**config.mk**
```make
export PLATFORM = sky130hd
export DESIGN_NAME = booth_product_accumulator
export DESIGN_NICKNAME = d
export VERILOG_FILES = /design/src/rtl/booth_pkg.sv /design/src/rtl/booth_product_accumulator_sat_adder.sv /design/src/rtl/booth_product_accumulator.sv
export SDC_FILE = /design/constraint.sdc
export NUM_CORES = 1
export LEC_CHECK = 0
export ABC_CLOCK_PERIOD_IN_PS = 6150
export CAP_MARGIN = 20
export CORE_UTILIZATION = 35
export CTS_CLUSTER_DIAMETER = 200
export DETAILED_ROUTE_END_ITERATION = 6
export PLACE_DENSITY_LB_ADDON = 0.08
export SYNTH_ARGS = -nofsm -noshare
export SYNTH_HDL_FRONTEND = slang
export SYNTH_SLANG_ARGS = --single-unit
```
**constraint.sdc**
```tcl
create_clock -name clk -period 6.15 [get_ports clk]
set_input_delay 1.5375 -clock clk [delete_from_list [all_inputs] [get_ports clk]]
set_output_delay 1.5375 -clock clk [all_outputs]
set_load 0.01 [all_outputs]
```
**src/rtl/booth_pkg.sv**
```systemverilog
// Shared constants, state encoding and saturation helper for the
// Booth product accumulator.
package booth_pkg;

    localparam int PROD_W = 16;

    typedef enum logic {
        ST_ACC  = 1'b0,
        ST_DONE = 1'b1
    } state_e;

    // Clamp a sign-extended sum to the signed range of a width-bit word (width <= 63).
    function automatic logic signed [63:0] sat_clamp(input logic signed [63:0] sum,
                                                     input int width);
        logic signed [63:0] max_pos;
        logic signed [63:0] min_neg;
        max_pos = (64'sd1 <<< (width - 1)) - 64'sd1;
        min_neg = -max_pos - 64'sd1;
        if (sum > max_pos) begin
            return max_pos;
        end else if (sum < min_neg) begin
            return min_neg;
        end
        return sum;
    endfunction

endpackage

```
**src/rtl/booth_product_accumulator_sat_adder.sv**
```systemverilog
// Signed W-bit accumulator plus sign-extended 16-bit product, with
// overflow detect and optional clamp to the W-bit signed range.
module sat_adder
    import booth_pkg::*;
#(
    parameter int W        = 24,
    parameter bit SATURATE = 1'b1
) (
    input  logic [W-1:0]      a,
    input  logic [PROD_W-1:0] b,
    output logic [W-1:0]      sum,
    output logic              ovf
);

    logic signed [W:0] sum_wide;

    always_comb begin
        sum_wide = $signed({a[W-1], a}) + $signed({{(W + 1 - PROD_W){b[PROD_W-1]}}, b});
        // Top two bits disagree exactly when the sum leaves the W-bit signed range.
        ovf = sum_wide[W] ^ sum_wide[W-1];
        if (SATURATE && ovf) begin
            sum = W'(sat_clamp(64'(sum_wide), W));
        end else begin
            sum = sum_wide[W-1:0];
        end
    end

endmodule

```
**src/rtl/booth_product_accumulator.sv**
```systemverilog
// Accumulates a frame of signed Booth products into a wide sum and
// hands each finished frame to the consumer over valid/ready.
module booth_product_accumulator
    import booth_pkg::*;
#(
    parameter int ACC_W     = 24,
    parameter int MAX_TERMS = 256,
    parameter bit SATURATE  = 1'b1,
    parameter int CNT_W     = $clog2(MAX_TERMS + 1)
) (
    input  logic              clk,
    input  logic              rst_n,
    input  logic [PROD_W-1:0] prod_in,
    input  logic              in_valid,
    input  logic              in_last,
    input  logic              in_clr,
    output logic              in_ready,
    output logic [ACC_W-1:0]  out_data,
    output logic [CNT_W-1:0]  out_terms,
    output logic              out_overflow,
    output logic              out_valid,
    input  logic              out_ready
);

    state_e             state_q, state_d;
    logic [ACC_W-1:0]   acc_q, acc_d;
    logic [CNT_W-1:0]   count_q, count_d;
    logic               ovf_q, ovf_d;
    logic               out_valid_q, out_valid_d;
    logic [ACC_W-1:0]   out_data_q, out_data_d;
    logic [CNT_W-1:0]   out_terms_q, out_terms_d;
    logic               out_overflow_q, out_overflow_d;

    logic               accept;
    logic               frame_end;
    logic [CNT_W-1:0]   count_inc;
    logic               ovf_base;
    logic [ACC_W-1:0]   add_a;
    logic [ACC_W-1:0]   add_sum;
    logic               add_ovf;

    // A clear or an empty accumulator makes this beat term 1 of a fresh frame.
    always_comb begin
        accept    = in_valid & in_ready;
        add_a     = (in_clr || (count_q == '0)) ? '0 : acc_q;
        count_inc = in_clr ? CNT_W'(1) : count_q + CNT_W'(1);
        ovf_base  = in_clr ? 1'b0 : ovf_q;
        frame_end = in_last || (count_inc == CNT_W'(MAX_TERMS));
    end

    sat_adder #(
        .W        (ACC_W),
        .SATURATE (SATURATE)
    ) u_sat_adder (
        .a   (add_a),
        .b   (prod_in),
        .sum (add_sum),
        .ovf (add_ovf)
    );

    always_ff @(posedge clk) begin
        if (!rst_n) begin
            state_q        <= ST_ACC;
            acc_q          <= '0;
            count_q        <= '0;
            ovf_q          <= 1'b0;
            out_valid_q    <= 1'b0;
            out_data_q     <= '0;
            out_terms_q    <= '0;
            out_overflow_q <= 1'b0;
        end else begin
            state_q        <= state_d;
            acc_q          <= acc_d;
            count_q        <= count_d;
            ovf_q          <= ovf_d;
            out_valid_q    <= out_valid_d;
            out_data_q     <= out_data_d;
            out_terms_q    <= out_terms_d;
            out_overflow_q <= out_overflow_d;
        end
    end

    always_comb begin
        state_d = state_q;
        case (state_q)
            ST_ACC:  if (accept && frame_end) state_d = ST_DONE;
            ST_DONE: if (out_ready) state_d = ST_ACC;
            default: state_d = ST_ACC;
        endcase
    end

    always_comb begin
        in_ready = (state_q == ST_ACC);
    end

    always_comb begin
        acc_d          = acc_q;
        count_d        = count_q;
        ovf_d          = ovf_q;
        out_valid_d    = out_valid_q;
        out_data_d     = out_data_q;
        out_terms_d    = out_terms_q;
        out_overflow_d = out_overflow_q;
        case (state_q)
            ST_ACC: begin
                if (accept) begin
                    acc_d   = add_sum;
                    count_d = count_inc;
                    ovf_d   = ovf_base | add_ovf;
                    if (frame_end) begin
                        out_valid_d    = 1'b1;
                        out_data_d     = add_sum;
                        out_terms_d    = count_inc;
                        out_overflow_d = ovf_base | add_ovf;
                    end
                end else if (in_clr) begin
                    acc_d   = '0;
                    count_d = '0;
                    ovf_d   = 1'b0;
                end
            end
            ST_DONE: begin
                if (out_ready) begin
                    out_valid_d = 1'b0;
                    acc_d       = '0;
                    count_d     = '0;
                    ovf_d       = 1'b0;
                end
            end
            default: ;
        endcase
    end

    assign out_valid    = out_valid_q;
    assign out_data     = out_data_q;
    assign out_terms    = out_terms_q;
    assign out_overflow = out_overflow_q;

endmodule

```
After elaboration in Yosys (flattened, before gate mapping)
Cells that the tools add are included.

Mux-type cells: 27. Bitwise logic cells: 4. Eq/ne operators: 5. Magnitude comparators: 2. Reduce and logical (&&, ||, !) cells: 7. Add/subtract/negate cells: 2.

Operator list (count): 2-to-1 mux 24 bit (8); case mux 24 bit (2 select lines) (1); 2-to-1 mux 9 bit (4); adder 24 x 16 -> 25 bit (1); greater-than comparator 25 x 24 -> 1 bit (second input constant) (1); less-than comparator 25 x 24 -> 1 bit (second input constant) (1); case mux 9 bit (2 select lines) (1); 2-to-1 mux 1 bit (10); adder 9 x 1 -> 9 bit (second input constant) (1); == test 9 bit (second input constant) (1); zero test 9 bit (1); case mux 1 bit (2 select lines) (3); AND reduction 3 bit (2); != test 2 x 1 -> 1 bit (second input constant) (2); != test 3 x 2 -> 1 bit (second input constant) (1); logical OR 1 bit (2); != test 2 bit (second input constant) (1); AND reduction 2 bit (1); AND 1 bit (1); logical AND 1 bit (1); NOT 1 bit (1); bitwise OR 1 bit (1); bitwise XOR 1 bit (1).

Register bits: 70. Logic and storage cells: 55. Input bits: 22. Output and inout port bits: 36.

Longest topological paths before layout
Gate-level depths: netlist (run 1).

Word-level depth: 12. Gate-level depth with buffers: 21. Depth with buffers taken out: 18.

Cells and area by module
Synthesis (run 1) repeated with hierarchy kept, for this count alone.

Cell total of the unflattened synthesis: 762. Area, all modules: 5935.7 um^2.

Modules (own cells, without submodules): booth_product_accumulator (sequential area each 1401.3 um^2, instances 1, cells an instance 459, area an instance 3754.9 um^2); sat_adder (sequential area each 0.0 um^2, instances 1, cells an instance 303, area an instance 2180.8 um^2).

Worst setup path before layout (run 1)
OpenSTA, ideal clock, no wires.

Kind: input to register. From: in in_clr. To: reg acc_q[8]. Stages on the path: 18. Setup slack: 632 ps. Data arrival time: 5430 ps. Data required time: 6062 ps. Library setup time: 88 ps. Buffers on the path: 4. Cell sequence: clkbuf_1 > a21oi_1 > clkbuf_1 > and2_1 > ha_1 > a21oi_2 > and2_1 > a21oi_1 > o311ai_0 > nand2_1 > a221oi_1 > xnor2_1 > ha_1 > nand2b_1 > clkbuf_1 > clkbuf_1 > a22oi_1 > a311oi_2.

Word-level cells in the longest chain between the ends: 11. Elaborated cells on any way between the ends: 16. Classes of those cells: add/sub (1); order compare (2); eq/ne (1); mux (9); bitwise (1); reduce/logical (2).

Ends and longest elaborated chain: from (decl) (RTL line booth_product_accumulator.sv:16) `input logic in_clr,`; logical OR 1 bit (RTL line booth_product_accumulator.sv:45) `add_a = (in_clr || (count_q == '0)) ? '0 : acc_q;`; 2-to-1 mux 24 bit (RTL line booth_product_accumulator.sv:45); adder 24 x 16 -> 25 bit (RTL line booth_product_accumulator_sat_adder.sv:18) `sum_wide = $signed({a[W-1], a}) + $signed({{(W + 1 - PROD_W){b[PROD_W-1]}}, b});`; less-than comparator 25 x 24 -> 1 bit (RTL line booth_pkg.sv:21) `end else if (sum < min_neg) begin`; 2-to-1 mux 1 bit (RTL line booth_pkg.sv:21); 2-to-1 mux 1 bit (RTL line booth_pkg.sv:19) `if (sum > max_pos) begin`; 2-to-1 mux 1 bit (RTL line booth_product_accumulator_sat_adder.sv:21) `if (SATURATE && ovf) begin`; 2-to-1 mux 24 bit (RTL line booth_pkg.sv:24) `return sum;`; 2-to-1 mux 24 bit (RTL line booth_product_accumulator_sat_adder.sv:21); 2-to-1 mux 24 bit (RTL line booth_product_accumulator.sv:106) `if (accept) begin`; case mux 24 bit (2 select lines) (RTL line booth_product_accumulator.sv:104) `case (state_q)`; to (signal assigned) (RTL line booth_product_accumulator.sv:64) `acc_q <= '0;`; to (signal assigned) (RTL line booth_product_accumulator.sv:73) `acc_q <= acc_d;`; to (decl) (RTL line booth_product_accumulator.sv:26) `logic [ACC_W-1:0] acc_q, acc_d;`.

Several ways; a longest one is shown, not always the timed one. The select of a mux whose other input is x is not followed. A chain may end at the register's enable or synchronous reset.

Final worst setup path (run 1)
From: in in_clr. To: reg out_data_q[17], in the netlist out_data[17].

Word-level cells in the longest chain between the ends: 9. Elaborated cells on any way between the ends: 16. Classes of those cells: add/sub (1); order compare (2); eq/ne (1); mux (8); bitwise (1); reduce/logical (3).

Ends and longest elaborated chain: logical OR 1 bit (RTL line booth_product_accumulator.sv:45); 2-to-1 mux 24 bit (RTL line booth_product_accumulator.sv:45); adder 24 x 16 -> 25 bit (RTL line booth_product_accumulator_sat_adder.sv:18); less-than comparator 25 x 24 -> 1 bit (RTL line booth_pkg.sv:21); 2-to-1 mux 1 bit (RTL line booth_pkg.sv:21); 2-to-1 mux 1 bit (RTL line booth_pkg.sv:19); 2-to-1 mux 1 bit (RTL line booth_product_accumulator_sat_adder.sv:21); 2-to-1 mux 24 bit (RTL line booth_pkg.sv:24); 2-to-1 mux 24 bit (RTL line booth_product_accumulator_sat_adder.sv:21); to (signal assigned) (RTL line booth_product_accumulator.sv:77) `out_data_q <= out_data_d;`; to (decl) (RTL line booth_product_accumulator.sv:30) `logic [ACC_W-1:0] out_data_q, out_data_d;`.

Several ways; a longest one is shown, not always the timed one. The select of a mux whose other input is x is not followed.

==> impl_metrics.yaml, run 1 <==
synth:
  async_flop_share: 0
  synth_cell_types: 72
  seq_area_frac_synth: 0.271
  synth_top_family_by_area: "compound AO/OA/AOI/OAI gates"
  synth-adder-area-share: 0.0717
  synth-edff-count: 0
  netlist_area_um2: 5160
  syn-num-nets: 634
  synthFlopType: "dfxtp_1"
  synthSimpleGateAreaFrac: 0.188
  synth_top_cell_by_area: "dfxtp_1"
  yosysWarnings: 0
  synth-xor-area-share: 0.0436
  synth_top_area_share: 0.271
  synthCells: 583
  ys_top_cells_by_count: "dfxtp_1 (70), a21oi_1 (59), nand2_1 (41), nor2_1 (39), o21ai_0 (38)"
  ys_seq_elements: 70
  synth.area.top_cells: "dfxtp_1 (27%), ha_1 (6.8%), a41oi_2 (6.3%), a311oi_2 (5.8%), a21oi_1 (5.7%)"
  synth_mux_area_frac: 0.0136
  synth-compound-area-share: 0.355
  synth_most_common_cell: "dfxtp_1"
  syn_avg_cell_area_um2: 8.86
layout:
  regArea_um2: 1400
  nets: 677
  final_area_um2: 6250
  multiInputGateArea_um2: 3490
  post-route-util: 0.432
  syn2layout_area_growth_pct: 21.1
  layout-drive-gt1-share: 0.162
  diodes: 0
  nFillCells: 1423
setup_path:
  criticalPathCategory: "in2reg"
  required_ns: 6.33
  setup.worst_path.end_class: "register"
  cp_max_fo: 18
  worstPathArrival_ns: 5.88
  start_kind: "input port"
floorplanning:
  core_um2: 14500
  die_x_um: 123
  io_pins: 58
  die_h_um: 123
  dieArea_um2: 15200
  rows: 44
  start_util: 0.357
timing:
  worst_pin_slew_ns: 0.829
  fmax_mhz: 176
  finalCritPeriodShare: 0.926
  relSlewSlack: 0.445
  clock_skew_ns: 0.00623
  period_minus_slack_ns: 5.70
  finalMaxSlewViolations: 0
  rsz0062_at_grt: "no"
  setup_viol: 0
  tns_ns: 0
  final_hold_viol_count: 0
grt:
  antenna_found_initial: 0
  grt_pass1_vias: 4455
  grt_first_pass_wirelength_um: 23800
  grtUsageTotal: 0.202
  overflow: 0
  grt_start_max_net_pins: 59
clock_tree:
  numCtsBuffers: 9
  cts_resized: 0
  clkTransAtPathRegs_ns: 0.05
  clock-sinks: 70
  postCtsSetupBuffers: 0
  cts-root-buf: "clkbuf_16"
  cts_tree: "yes"
  ctsHoldBuffers: 0
  clk_latency_ns: 0.33
  clockBufferDepth: 2
  h-tree-depth: 3
status:
  status: "finished, final reports clean"
routing:
  drt-initial-drc-count: 321
  wl_per_cell_um: 18.0
  ant_nets: 0
  via_per_inst: 5.59
  dr.pass1.iters: 4
  vias: 4559
  drcViolationCount: 0
  drt_wl_total_um: 14600
place:
  routabilityCongestion: 0.827
  place_hpwl_um: 10600
  io_buffer_count: 57
  placed_area_um2: 5950
worst_hold_path:
  hold_path_class: "reg2reg"
job:
  maxCapViolCount: 0
pwr:
  power_leakage_nw: 2.39
  vdd.ir_drop.worst_uv: 153
  power_per_cell_area_nw_per_um2: 216
registers in the layout (all words and copies together) (netlist names):
name / cells
out_overflow: 1
count_q: 9
out_terms: 9
out_valid: 1
acc_q: 24
out_data: 24
state_q: 1
ovf_q: 1
cell usage in the layout (no fill, tap or decap), drive strengths merged, types with 25 or more instances in the layout:
cell	count
buf	25
ha	28
a21oi	61
dfxtp	70
and2	26
nor2	39
nand2	41
o21ai	40
clkdlybuf4s50	57
metal layers:
layer | global-route usage | share of wire
met1 | 0.304 | 0.54
met2 | 0.291 | 0.41
met3 | 0.0318 | 0.031
met4 | 0.0557 | 0.011
met5 | 0 | 0
through the flow:
stage / worst slack [ns] / power [W] / hold slack, ns / std cells
detailed placement: 0.113 / 0.000841 / 0.443 / 799
global placement: 0.166 / 0.000837 / 0.444 / 799
finish: 0.452 / 0.00135 / 0.449 / 815
global route: 0.243 / 0.00141 / 0.478 / 815
CTS: 0.449 / 0.00136 / 0.451 / 815
floorplan: 0.632 / 0.000728 / 0.456 / 583
worst paths after layout:
check,start,to,slack (ns),depth (start not counted)
hold / removal,out_terms[1],out_terms[1],0.45,2
setup / recovery,in_clr,out_data[17],0.45,16
hold reg to reg,out_terms[1],out_terms[1],0.45,2
setup reg to reg,count_q[0],out_data[17],1.28,18
cell families (layout without fill, tap and decap cells):
logic type,Yosys count,count (layout)
and+or+nand+nor,172,172
muxes,7,7
adders and majority gates,29,29
xor gates and xnor gates,24,24
DFF,70,70
buffers and inverters,63,111
AOI/OAI and AO/OA,218,218
final cells by class:
type,count,share of cell area
timing repair buffer,82,0.123
clock inverter,2,0.00200
clock buffer,14,0.0470
multi-input combinational,450,0.559
inverter,13,0.00780
tap,184,0.0368
sequential,70,0.224
power by group:
part | leakage [nW] | internal [W] | total (W) | switching [W]
Combinational | 1.66 | 0.000135 | 0.000328 | 0.000193
Clock | 0.151 | 0.000327 | 0.000518 | 0.000191
Sequential | 0.573 | 0.000484 | 0.000506 | 0.0000217
Total | 2.39 | 0.000946 | 0.00135 | 0.000406
worst max-delay path, cell delays in order:
cell and delay (ns):
clkdlybuf4s50_1 0.49, a21oi_1 0.05, buf_4 0.20, and2_1 0.17, ha_1 0.22, fa_1 0.45
a21oi_2 0.20, o221ai_4 0.18, a41oi_4 0.33, o21ai_1 0.15, a221o_1 0.43, nand4bb_1 0.24
nor4_2 0.38, a211o_2 0.40, buf_4 0.32, a41oi_2 0.13
Note: power is estimated with default switching activity, not from simulation.
==> inputs of run 2 (changes only) <==
ABC_CLOCK_PERIOD_IN_PS = 5350   (was 6150)
clock period = 5.35 ns   (was 6.15 ns; I/O delays follow)
==> run 2 against run 1 <==
First-iteration DRC count rose by 0.31%. Sequential cell count unchanged. Largest power group unchanged. Critical path depth grew 1. Wire length is 3.2% higher. Cell area increased by 10%. Clock power grew 14%. Largest cell class unchanged.
==> impl_metrics.yaml, run 2 (synthesized netlist as in run 1, its figures left out) <==
status:
  status: "finished, final reports clean"
grt:
  grtUsageTotal: 0.208
  grt_start_max_net_pins: 58
  antenna_found_initial: 0
  grt_pass1_vias: 4589
  grt_first_pass_wirelength_um: 24600
  overflow: 0
floorplanning:
  dieArea_um2: 15200
  core_um2: 14500
  die_x_um: 123
  rows: 44
  die_h_um: 123
  start_util: 0.357
  io_pins: 58
setup_path:
  cp_top_family: "compound AO/OA/AOI/OAI gates"
  cp-startpoint: "in_clr"
  r2r-end: "out_data[0]"
  required_ns: 5.53
  setup.worst_path.end_class: "register"
  max_stage_delay_ns: 0.52
  cp_max_fo: 23
  cp_slowest_cell: "clkdlybuf4s50_1"
  worstPathArrival_ns: 5.32
  reg2regPathDepth: 19
  r2r_start: "count_q[0]"
  worst-path-buf-inv: 4
  cp.depth: 17
  path_cells: "clkdlybuf4s50_1, a21oi_2, buf_12, and2_1, ha_1, fa_1, a21oi_2, o221ai_4, a41oi_4, buf_4, o31ai_2, xor2_1, nand4b_1, nor4b_4, a211o_2, buf_12, a41oi_1"
  criticalPathCategory: "in2reg"
  rrSetupSlack_ns: 0.78
  start_kind: "input port"
worst_hold_path:
  hold_end: "out_terms[1]"
  hold_path_class: "reg2reg"
  min_from: "out_terms[1]"
  min_path_cells: 2
pwr:
  vdd.ir_drop.worst_uv: 151
  power.total_w: 0.00161
  p_comb_frac: 0.273
  power_frac_seq: 0.360
  power_leakage_nw: 2.77
  power_per_cell_area_nw_per_um2: 234
  p_clk_frac: 0.367
  p_switching_w: 0.000471
  p_int_w: 0.00114
  swShare: 0.292
place:
  place_hpwl_um: 11200
  routabilityCongestion: 0.847
  io_buffer_count: 57
  dp_slack_ns: -0.226
clock_tree:
  ctsHoldBuffers: 0
  clock-sinks: 70
  postCtsSetupBuffers: 0
  h-tree-depth: 3
  numCtsBuffers: 9
  cts-root-buf: "clkbuf_16"
  clockBufferDepth: 2
  cts_tree: "yes"
  cts_resized: 0
  clk_latency_ns: 0.33
  clkTransAtPathRegs_ns: 0.06
timing:
  worst_slack_ns: 0.206
  period_minus_slack_ns: 5.14
  finalCritPeriodShare: 0.962
  finalMaxSlewViolations: 0
  fmax_mhz: 194
  worst_pin_slew_ns: 0.741
  setup_viol: 0
  final_hold_viol_count: 0
  relSlewSlack: 0.503
  clock_skew_ns: 0.00518
routing:
  dr.pass1.iters: 5
  drt-initial-drc-count: 322
  drcViolationCount: 0
  vias: 4845
  ant_nets: 0
  drt_wl_total_um: 15100
  wl_per_cell_um: 17.1
  via_per_inst: 5.47
layout:
  syn2layout_area_growth_pct: 33.7
  nets: 749
  final_cell_mix: "buf_4 (90), dfxtp_1 (70), a21oi_1 (57), clkdlybuf4s50_1 (57), nand2_1 (41)"
  final_common_cell: "buf_4"
  layout-drive-gt1-share: 0.248
  diodes: 0
job:
  maxCapViolCount: 0
-- run 2: cell types whose count changed in the layout (fill, tap and decap cells not counted), moves of 2 or more --
cell / before / now
buf_4: 24 / 90
buf_12: 1 / 7
clkbuf_8: 5 / 2
clkbuf_1: 0 / 2
xor2_1: 9 / 7
xor2_2: 1 / 3
-- run 2: layer usage --
layer / vias up / share of wire / track usage
met2: 117 / 0.41 / 0.285
met3: 17 / 0.043 / 0.0318
li1: 2449 / - / -
met1: 2262 / 0.54 / 0.325
met4: 0 / 0.016 / 0.0625
met5: - / 0 / 0
-- run 2: worst max path at each step --
stage / end / slack, ns
5_1_grt: acc_q[15] / -0.06
6_report: out_data[0] / 0.21
3_3_place_gp: out_data[0] / -0.20
3_5_place_dp: out_data[0] / -0.23
4_1_cts: out_data[15] / 0.10
2_1_floorplan: acc_q[8] / 0.03
-- run 2: cell type report --
| class | count | area [um2] |
|---|---|---|
| clock buffers | 13 | 260 |
| fillers | 1405 | 7570 |
| flip-flops and latches | 70 | 1400 |
| inverters | 13 | 48.8 |
| repair buffers | 154 | 1390 |
| clock inverters | 1 | 30.0 |
| well taps | 184 | 230 |
| multi-input cells | 450 | 3550 |
-- run 2: through the flow --
step | instance area, um2 | util | std cells | setup TNS [ns] | hold slack, ns
final | 6910 | 0.477 | 885 | 0 | 0.466
after global placement | 6560 | 0.453 | 871 | -8.22 | 0.446
after floorplan | 5160 | - | 583 | 0 | 0.456
after CTS | 6850 | 0.473 | 885 | 0 | 0.466
after detailed placement | 6560 | 0.453 | 871 | -9.28 | 0.456
after global routing | 6910 | 0.477 | 885 | -0.348 | 0.495
-- run 2: power by group through the flow --
stage,Clock [W],Sequential (W),Combinational (W)
3_5_place_dp,0,0.000591,0.000435
6_report,0.000592,0.000581,0.000441
4_1_cts,0.000607,0.000581,0.000439
5_1_grt,0.000631,0.000585,0.000478
2_1_floorplan,0,0.000590,0.000247
3_3_place_gp,0,0.000591,0.000432
-- run 2: worst reg2reg max path, delay by kind of cell, from the launching register on --
kind / cells / cell delay (ns)
AO/OA/AOI/OAI: 7 / 1.23
buffers and inverters: 4 / 0.60
XOR/XNOR: 1 / 0.33
adder cells (fa/ha/maj): 3 / 0.79
AND/OR/NAND/NOR: 4 / 1.14
flip-flops: 1 / 0.34
==> inputs of run 3 (changes only) <==
ABC_CLOCK_PERIOD_IN_PS = default   (was 5350)
==> results of run 3 <==
Same layout as run 2: the final DEF is identical, and so are final timing and power.
